[config.mk]
export PLATFORM = sky130hd
export DESIGN_NAME = tdr_scan_driver_flat
export DESIGN_NICKNAME = d
export VERILOG_FILES = /design/src/rtl/tdr_scan_driver_if.sv /design/src/rtl/tdr_scan_driver.sv /design/src/flat_wrapper.sv
export SDC_FILE = /design/constraint.sdc
export NUM_CORES = 1
export LEC_CHECK = 0
export ABC_CLOCK_PERIOD_IN_PS = 3900
export CAP_MARGIN = 40
export CELL_PAD_IN_SITES_DETAIL_PLACEMENT = 1
export CELL_PAD_IN_SITES_GLOBAL_PLACEMENT = 1
export CORE_ASPECT_RATIO = 1.4
export CORE_MARGIN = 2
export CORE_UTILIZATION = 40
export CTS_BUF_LIST = sky130_fd_sc_hd__clkbuf_4 sky130_fd_sc_hd__clkbuf_8 sky130_fd_sc_hd__clkbuf_16
export DETAILED_ROUTE_END_ITERATION = 10
export PLACE_DENSITY_LB_ADDON = 0.2
export SETUP_SLACK_MARGIN = 0.02
export SLEW_MARGIN = 20
export SYNTH_ARGS = -nofsm -noshare
export SYNTH_HDL_FRONTEND = slang
export SYNTH_SLANG_ARGS = --single-unit
[constraint.sdc]
create_clock -name TDR_TCK -period 3.9 [get_ports TDR_TCK]
set_clock_uncertainty 0.1 [all_clocks]
set_input_delay 0.39 -clock TDR_TCK [delete_from_list [all_inputs] [get_ports TDR_TCK]]
set_output_delay 0.39 -clock TDR_TCK [all_outputs]
set_load 0.1 [all_outputs]
[src/rtl/tdr_scan_driver_if.sv]
`default_nettype none
// ============================================================================
// Module      : tdr_scan_driver_if
// Description : Signal bundle between the test-control logic, the scan
//               driver and the boundary-scan wrapper chain.
// Revision    : 1.0 - initial release
// ============================================================================
interface tdr_scan_driver_if #(
   parameter int CHAIN_LEN = 6
);
   // request side
   logic                 start;
   logic [CHAIN_LEN-1:0] wr_data;
   logic [1:0]           tdr_en;
   // serial return from the last wrapper cell
   logic                 CTO;
   // wrapper-facing controls
   logic                 CTI;
   logic                 TDR_CAPTURE;
   logic                 TDR_SHIFT;
   logic                 TDR_UPDATE;
   logic                 INSCANWRAP_TDR_EN;
   logic                 OUTSCANWRAP_TDR_EN;
   // status / result
   logic                 busy;
   logic                 done;
   logic [CHAIN_LEN-1:0] rd_data;

   // test-control logic and chain side
   modport master (
      output start, wr_data, tdr_en, CTO,
      input  CTI, TDR_CAPTURE, TDR_SHIFT, TDR_UPDATE,
             INSCANWRAP_TDR_EN, OUTSCANWRAP_TDR_EN, busy, done, rd_data
   );

   // scan driver side
   modport slave (
      input  start, wr_data, tdr_en, CTO,
      output CTI, TDR_CAPTURE, TDR_SHIFT, TDR_UPDATE,
             INSCANWRAP_TDR_EN, OUTSCANWRAP_TDR_EN, busy, done, rd_data
   );
endinterface
`default_nettype wire

[src/rtl/tdr_scan_driver.sv]
`default_nettype none
// ============================================================================
// Module      : tdr_scan_driver
// Description : Serial initiator for the boundary-scan wrapper chain. One
//               start request runs a full CAPTURE / SHIFT / UPDATE sequence,
//               shifting a parallel word out on CTI while collecting CTO.
// Revision    : 1.0 - initial release
// ============================================================================
module tdr_scan_driver #(
   parameter int CHAIN_LEN = 6
) (
   input  wire logic         TDR_TCK,
   input  wire logic         TDR_RESET,
   tdr_scan_driver_if.slave  bus
);

   localparam int                  c_CNT_W    = $clog2(CHAIN_LEN + 1);
   localparam logic [c_CNT_W-1:0]  c_CNT_ONE  = c_CNT_W'(1);
   localparam logic [c_CNT_W-1:0]  c_LAST_CNT = c_CNT_W'(CHAIN_LEN - 1);

   typedef enum logic [1:0] {
      S_IDLE    = 2'd0,
      S_CAPTURE = 2'd1,
      S_SHIFT   = 2'd2,
      S_UPDATE  = 2'd3
   } state_t;

   state_t               r_state;
   state_t               w_next_state;
   logic [CHAIN_LEN-1:0] r_sout;
   logic [CHAIN_LEN-1:0] r_sin;
   logic [CHAIN_LEN-1:0] w_sin_next;
   logic [c_CNT_W-1:0]   r_cnt;
   logic [CHAIN_LEN-1:0] r_rd_data;
   logic [1:0]           r_en;
   logic                 r_done;

   // State register; reset always lands in IDLE, even mid-transaction.
   always_ff @(posedge TDR_TCK) begin
      if (TDR_RESET) begin
         r_state <= S_IDLE;
      end else begin
         r_state <= w_next_state;
      end
   end

   // Next-state decode: start is only looked at while idle, so requests
   // arriving during a transaction are dropped rather than queued.
   always_comb begin
      w_next_state = r_state;
      case (r_state)
         S_IDLE:    if (bus.start) w_next_state = S_CAPTURE;
         S_CAPTURE: w_next_state = S_SHIFT;
         S_SHIFT:   if (r_cnt == c_LAST_CNT) w_next_state = S_UPDATE;
         S_UPDATE:  w_next_state = S_IDLE;
         default:   w_next_state = S_IDLE;
      endcase
   end

   // Shift-in next value: the chain return enters at the MSB so that the
   // first bit received (cell 0) ends up in bit 0 after CHAIN_LEN shifts.
   always_comb begin
      w_sin_next                = r_sin >> 1;
      w_sin_next[CHAIN_LEN-1]   = bus.CTO;
   end

   // Datapath: load on accepted start, shift both registers during SHIFT,
   // publish the collected word in UPDATE and flag it one cycle later.
   always_ff @(posedge TDR_TCK) begin
      if (TDR_RESET) begin
         r_sout    <= '0;
         r_sin     <= '0;
         r_cnt     <= '0;
         r_rd_data <= '0;
         r_en      <= '0;
         r_done    <= 1'b0;
      end else begin
         r_done <= (r_state == S_UPDATE);
         case (r_state)
            S_IDLE: begin
               if (bus.start) begin
                  r_sout <= bus.wr_data;
                  r_en   <= bus.tdr_en;
                  r_cnt  <= '0;
               end
            end
            S_SHIFT: begin
               r_sout <= r_sout >> 1;
               r_sin  <= w_sin_next;
               r_cnt  <= r_cnt + c_CNT_ONE;
            end
            S_UPDATE: begin
               r_rd_data <= r_sin;
            end
            default: begin
            end
         endcase
      end
   end

   // Strobes are decoded straight from the state register, so they are
   // mutually exclusive and glitch-free relative to TDR_TCK.
   assign bus.TDR_CAPTURE        = (r_state == S_CAPTURE);
   assign bus.TDR_SHIFT          = (r_state == S_SHIFT);
   assign bus.TDR_UPDATE         = (r_state == S_UPDATE);
   assign bus.CTI                = (r_state == S_SHIFT) & r_sout[0];
   assign bus.busy               = (r_state != S_IDLE);
   assign bus.done               = r_done;
   assign bus.rd_data            = r_rd_data;
   // Enables stay latched after the transaction so the cells keep driving
   // their updated values.
   assign bus.INSCANWRAP_TDR_EN  = r_en[0];
   assign bus.OUTSCANWRAP_TDR_EN = r_en[1];

endmodule
`default_nettype wire

[src/flat_wrapper.sv]
// flat-port wrapper written by rule: the top's interface ports become plain ports
module tdr_scan_driver_flat 
#(
   parameter int CHAIN_LEN = 6
)
  (TDR_TCK, TDR_RESET, bus_start, bus_wr_data, bus_tdr_en, bus_CTO, bus_CTI, bus_TDR_CAPTURE, bus_TDR_SHIFT, bus_TDR_UPDATE, bus_INSCANWRAP_TDR_EN, bus_OUTSCANWRAP_TDR_EN, bus_busy, bus_done, bus_rd_data);
  tdr_scan_driver_if #(.CHAIN_LEN(CHAIN_LEN)) bus_i ();
  input  wire logic TDR_TCK;
  input  wire logic TDR_RESET;
  input wire logic [$bits(bus_i.start)-1:0] bus_start;
  input wire logic [$bits(bus_i.wr_data)-1:0] bus_wr_data;
  input wire logic [$bits(bus_i.tdr_en)-1:0] bus_tdr_en;
  input wire logic [$bits(bus_i.CTO)-1:0] bus_CTO;
  output wire logic [$bits(bus_i.CTI)-1:0] bus_CTI;
  output wire logic [$bits(bus_i.TDR_CAPTURE)-1:0] bus_TDR_CAPTURE;
  output wire logic [$bits(bus_i.TDR_SHIFT)-1:0] bus_TDR_SHIFT;
  output wire logic [$bits(bus_i.TDR_UPDATE)-1:0] bus_TDR_UPDATE;
  output wire logic [$bits(bus_i.INSCANWRAP_TDR_EN)-1:0] bus_INSCANWRAP_TDR_EN;
  output wire logic [$bits(bus_i.OUTSCANWRAP_TDR_EN)-1:0] bus_OUTSCANWRAP_TDR_EN;
  output wire logic [$bits(bus_i.busy)-1:0] bus_busy;
  output wire logic [$bits(bus_i.done)-1:0] bus_done;
  output wire logic [$bits(bus_i.rd_data)-1:0] bus_rd_data;
  assign bus_i.start = bus_start;
  assign bus_i.wr_data = bus_wr_data;
  assign bus_i.tdr_en = bus_tdr_en;
  assign bus_i.CTO = bus_CTO;
  assign bus_CTI = bus_i.CTI;
  assign bus_TDR_CAPTURE = bus_i.TDR_CAPTURE;
  assign bus_TDR_SHIFT = bus_i.TDR_SHIFT;
  assign bus_TDR_UPDATE = bus_i.TDR_UPDATE;
  assign bus_INSCANWRAP_TDR_EN = bus_i.INSCANWRAP_TDR_EN;
  assign bus_OUTSCANWRAP_TDR_EN = bus_i.OUTSCANWRAP_TDR_EN;
  assign bus_busy = bus_i.busy;
  assign bus_done = bus_i.done;
  assign bus_rd_data = bus_i.rd_data;
  tdr_scan_driver #(.CHAIN_LEN(CHAIN_LEN)) u_core (.TDR_TCK(TDR_TCK), .TDR_RESET(TDR_RESET), .bus(bus_i));
endmodule
* Yosys cells after proc, flatten, opt, wreduce, memory -nomap -nowiden
Cells that the tools add are included.
Storage, ports and cells: flip-flop bits (word level) 26, output and inout bits 14, word-level logic and storage cells 28
Cells by class: add/subtract/negate cells 1, equal/unequal tests 6, multiplexer cells 7, bitwise operators 1, reductions and logical operators 6
Operators by type and width (number):
- $pmux 6 s2 | 1
- $pmux 2 s4 | 1
- $mux 6 | 1
- $pmux 3 s2 | 1
- $reduce_and 2->1 | 3
- $eq 2x2->1 const B | 2
- $mux 2 | 2
- $reduce_bool 2->1 | 2
- $add 3x1->3 const B | 1
- $eq 3x3->1 const B | 1
- $mux 3 | 1
- $eq 2x1->1 const B | 1
- $logic_not 2->1 | 1
- $ne 2x1->1 const B | 1
- $ne 2x2->1 const B | 1
- $and 1x1->1 | 1

* Logic depth before layout (Yosys ltp)
word-level depth 3, mapped depth 7, gate-level depth less buffers 5

* Worst setup path before layout
Ideal clock, no wire load.
path kind register to output, start point register u_core.r_state[0], end point output bus_CTI, arrival time 2388 ps, data required time 3410 ps, setup slack 1022 ps, stages on the path, launching flop included 5, path buffers 1, cell sequence dfxtp_1 > inv_1 > ha_1 > buf_2 > and2_1
On the way: cells in the longest elaborated chain, start to end 2
Ends and longest elaborated chain:
- from (decl) | line tdr_scan_driver.sv:28 | state_t r_state;
- from (signal assigned) | line tdr_scan_driver.sv:43 | r_state <= w_next_state;
- $eq 2x2->1
- named net bus_TDR_SHIFT | line flat_wrapper.sv:16 | output wire logic [$bits(bus_i.TDR_SHIFT)-1:0] bus_TDR_SHIFT;
- $and 1x1->1 | line tdr_scan_driver.sv:106 | assign bus.CTI = (r_state == S_SHIFT) & r_sout[0];
- to (decl) | line flat_wrapper.sv:14 | output wire logic [$bits(bus_i.CTI)-1:0] bus_CTI;
The timed path passes the listed nets, and every way through them passes these cells.

* Worst setup path after layout
start point register u_core.r_state[1], end point output bus_TDR_UPDATE
On the way: cells in the longest elaborated chain, start to end 1
Ends and longest elaborated chain:
- $eq 2x2->1 | line tdr_scan_driver.sv:105 | assign bus.TDR_UPDATE = (r_state == S_UPDATE);
- to (decl) | line flat_wrapper.sv:17 | output wire logic [$bits(bus_i.TDR_UPDATE)-1:0] bus_TDR_UPDATE;
Every way passes these cells.

==> flow_summary_export.csv <==
group,metric,value,unit
setup_path,reg2regPathDepth,6,
floorplan,std_cell_rows,23,
timing,hold_viol,0,
place,place_congestion,0.616,
floorplan,die_w,49.9,um
setup_path,critPathCaptureType,"primary output",
global_routing,overflow,0,
layout,area_delta_synth_final,42.2,%
run,cap_violations,0,
global_routing,antenna_found_initial,0,
cts,postCtsSetupBuffers,0,
route,wl_per_cell,13.0,um
place,dpl_cell_area,1620,um2
power,p_per_area,582,nW/um2
logic_synthesis,synth-async-reset-ratio,0,%
global_routing,grt_pass1_vias,930,
logic_synthesis,syn_avg_cell_area,10.0,um2
global_routing,grt_pass1_wl,4060,um
floorplan,start_util,41.5,%
logic_synthesis,syn_nets,137,
cts,tritoncts,"done",
worst_hold_path,holdPathStages,2,
route,antenna_left,0,
route,firstDrtPassIters,4,
timing,whs,0.366,ns
floorplan,core_region_area,2850,um2
logic_synthesis,synthFlopType,"dfxtp_1",
cts,ctsHoldBuffers,0,
route,wirelength,2460,um
cts,clock_path_buffers,2,
setup_path,crit_path_start_kind,"register",
timing,max_clock_freq,420,MHz
place,port_buffers,25,
floorplan,die_h,68.3,um
timing,period_share,61.1,%
logic_synthesis,synth_edf_count,0,
timing,worst_slew_pin_slew,0.566,ns
cts,cts_resized,0,
logic_synthesis,ys_warn_count,0,
cts,clock_sinks,26,
logic_synthesis,ys_types,24,
floorplan,ioPinCount,26,
run_status,status,"finished, final reports clean",
setup_path,worstPathArrival,1.89,ns
setup_path,critPathKind,"register to primary output",
logic_synthesis,ys_seq_area_share,44.1,%
floorplan,dieArea,3410,um2
cts,clk_pin_slew,0.09,ns
layout,final_area,1680,um2
setup_path,crit_fanout,8,
layout,finalNetCount,173,
logic_synthesis,synth_area,1180,um2
route,drtIter0Drc,7,
cts,clk_latency,0.27,ns
setup_path,cp.required,3.41,ns
logic_synthesis,synth_cells,118,
global_routing,grt_max_degree,23,
route,drc,0,
logic_synthesis,yosys.area.top_type,"dfxtp_1",
place,dp_hpwl,1880,um
cts,htreeDepth,1,
logic_synthesis,ys_top_cells_by_area,"dfxtp_1, mux2i_1, ha_1",
timing,period_minus_slack,2.38,ns
worst_hold_path,hold_class,"register to register",
cts,cts_buffers,3,
logic_synthesis,ys_ff_latch,26,
power,irDropWorstVdd,376,uV
route,via_per_inst,4.85,
cts,cts_root_buf,"clkbuf_8",
timing,slew_headroom,62.2,%
timing,setup_viol,0,
layout,drive_gt1_share,17.0,%
layout,diodes,0,
timing,rsz0062_at_grt,"false",
power,leakage,0.653,nW
global_routing,track_usage,15.7,%
timing,setup_tns,0,ns
route,via_count,922,
logic_synthesis,synth_top_area_share,44.1,%
timing,report.final.slew_viol_count,0,
metrics by stage:
stage	power (W)	setup slack, ns	cells	util (%)
5_1_grt	0.00104	1.40	190	58.9
3_5_place_dp	0.000817	1.80	186	57.0
2_1_floorplan	0.000698	1.02	118	-
3_3_place_gp	0.000751	1.41	173	50.2
4_1_cts	0.000991	1.49	190	58.9
6_report	0.000977	1.52	190	58.9
cells in the mapped netlist, drive strengths merged, types with 2 or more instances:
library cell	instances
inv	5
nand3b	2
a211oi	5
nand3	2
nand2	6
nand2b	4
buf	7
a21oi	5
mux2i	19
dfxtp	26
nor2	19
ha	7
cells in the final DEF, fill, tap and decap left out:
| cell type | n |
|---|---|
| a211oi_2 | 5 |
| a21boi_1 | 1 |
| a21oi_1 | 5 |
| a31oi_1 | 1 |
| a32oi_1 | 1 |
| and2_1 | 1 |
| and3_1 | 1 |
| buf_4 | 3 |
| buf_8 | 13 |
| clkbuf_8 | 4 |
| clkdlybuf4s50_1 | 23 |
| dfxtp_1 | 26 |
| ha_1 | 7 |
| inv_1 | 5 |
| mux2_4 | 1 |
| mux2i_1 | 19 |
| nand2_1 | 6 |
| nand2b_1 | 4 |
| nand3_1 | 2 |
| nand3b_1 | 2 |
| nand4b_1 | 1 |
| nor2_1 | 19 |
| nor2b_1 | 1 |
| o21a_1 | 1 |
| o32ai_1 | 1 |
final cells by class:
type | count | area, um2
repair buffers | 39 | 448
clock buffers | 4 | 55.1
flip-flops and latches | 26 | 520
multi-input cells | 79 | 591
fillers | 313 | 1170
inverters | 5 | 18.8
well taps | 37 | 46.3
worst max-delay path, cell delays in order (launching register included):
cell             delay (ns)
dfxtp_1                0.39
ha_1                   0.43
clkdlybuf4s50_1        0.60
buf_8                  0.20
where the power goes:
group	internal (W)	total, W	switching [W]
registers	0.000301	0.000324	0.0000231
logic	0.000179	0.000481	0.000302
clock network	0.0000901	0.000172	0.0000821
total	0.000570	0.000977	0.000407
metal layers:
layer / up-vias / track usage [%] / routed length (um)
met5: - / 0 / 0
met4: 0 / 7.29 / 40
met3: 4 / 2.40 / 83
met2: 22 / 30.0 / 1300
met1: 430 / 16.8 / 1040
li1: 466 / - / -
flip-flops by register name, indices dropped and copies added (netlist names):
name / cells
u_core.bus.done: 1
u_core.bus.rd_data: 6
u_core.r_en: 2
u_core.r_state: 2
u_core.r_sin: 6
u_core.r_cnt: 3
u_core.r_sout: 6
cells by family (layout without fill, tap and decap cells):
group / count (synthesis) / after routing / share of synthesized area [%]
AO/OA/AOI/OAI: 15 / 15 / 10.7
adder cells (fa/ha/maj): 7 / 7 / 7.41
buffers and inverters: 13 / 48 / 5.93
flip-flops: 26 / 26 / 44.1
multiplexers: 20 / 20 / 17.4
AND/OR/NAND/NOR: 37 / 37 / 14.5
final timing paths:
kind | startpoint | to | slack, ns
setup / recovery | u_core.r_state[1] | bus_TDR_UPDATE | 1.52
hold / removal | u_core.r_en[1] | u_core.r_en[1] | 0.37
setup reg to reg | u_core.r_state[0] | u_core.r_cnt[2] | 2.17
hold reg to reg | u_core.r_en[1] | u_core.r_en[1] | 0.37
Power figures use the tool's default switching activity.
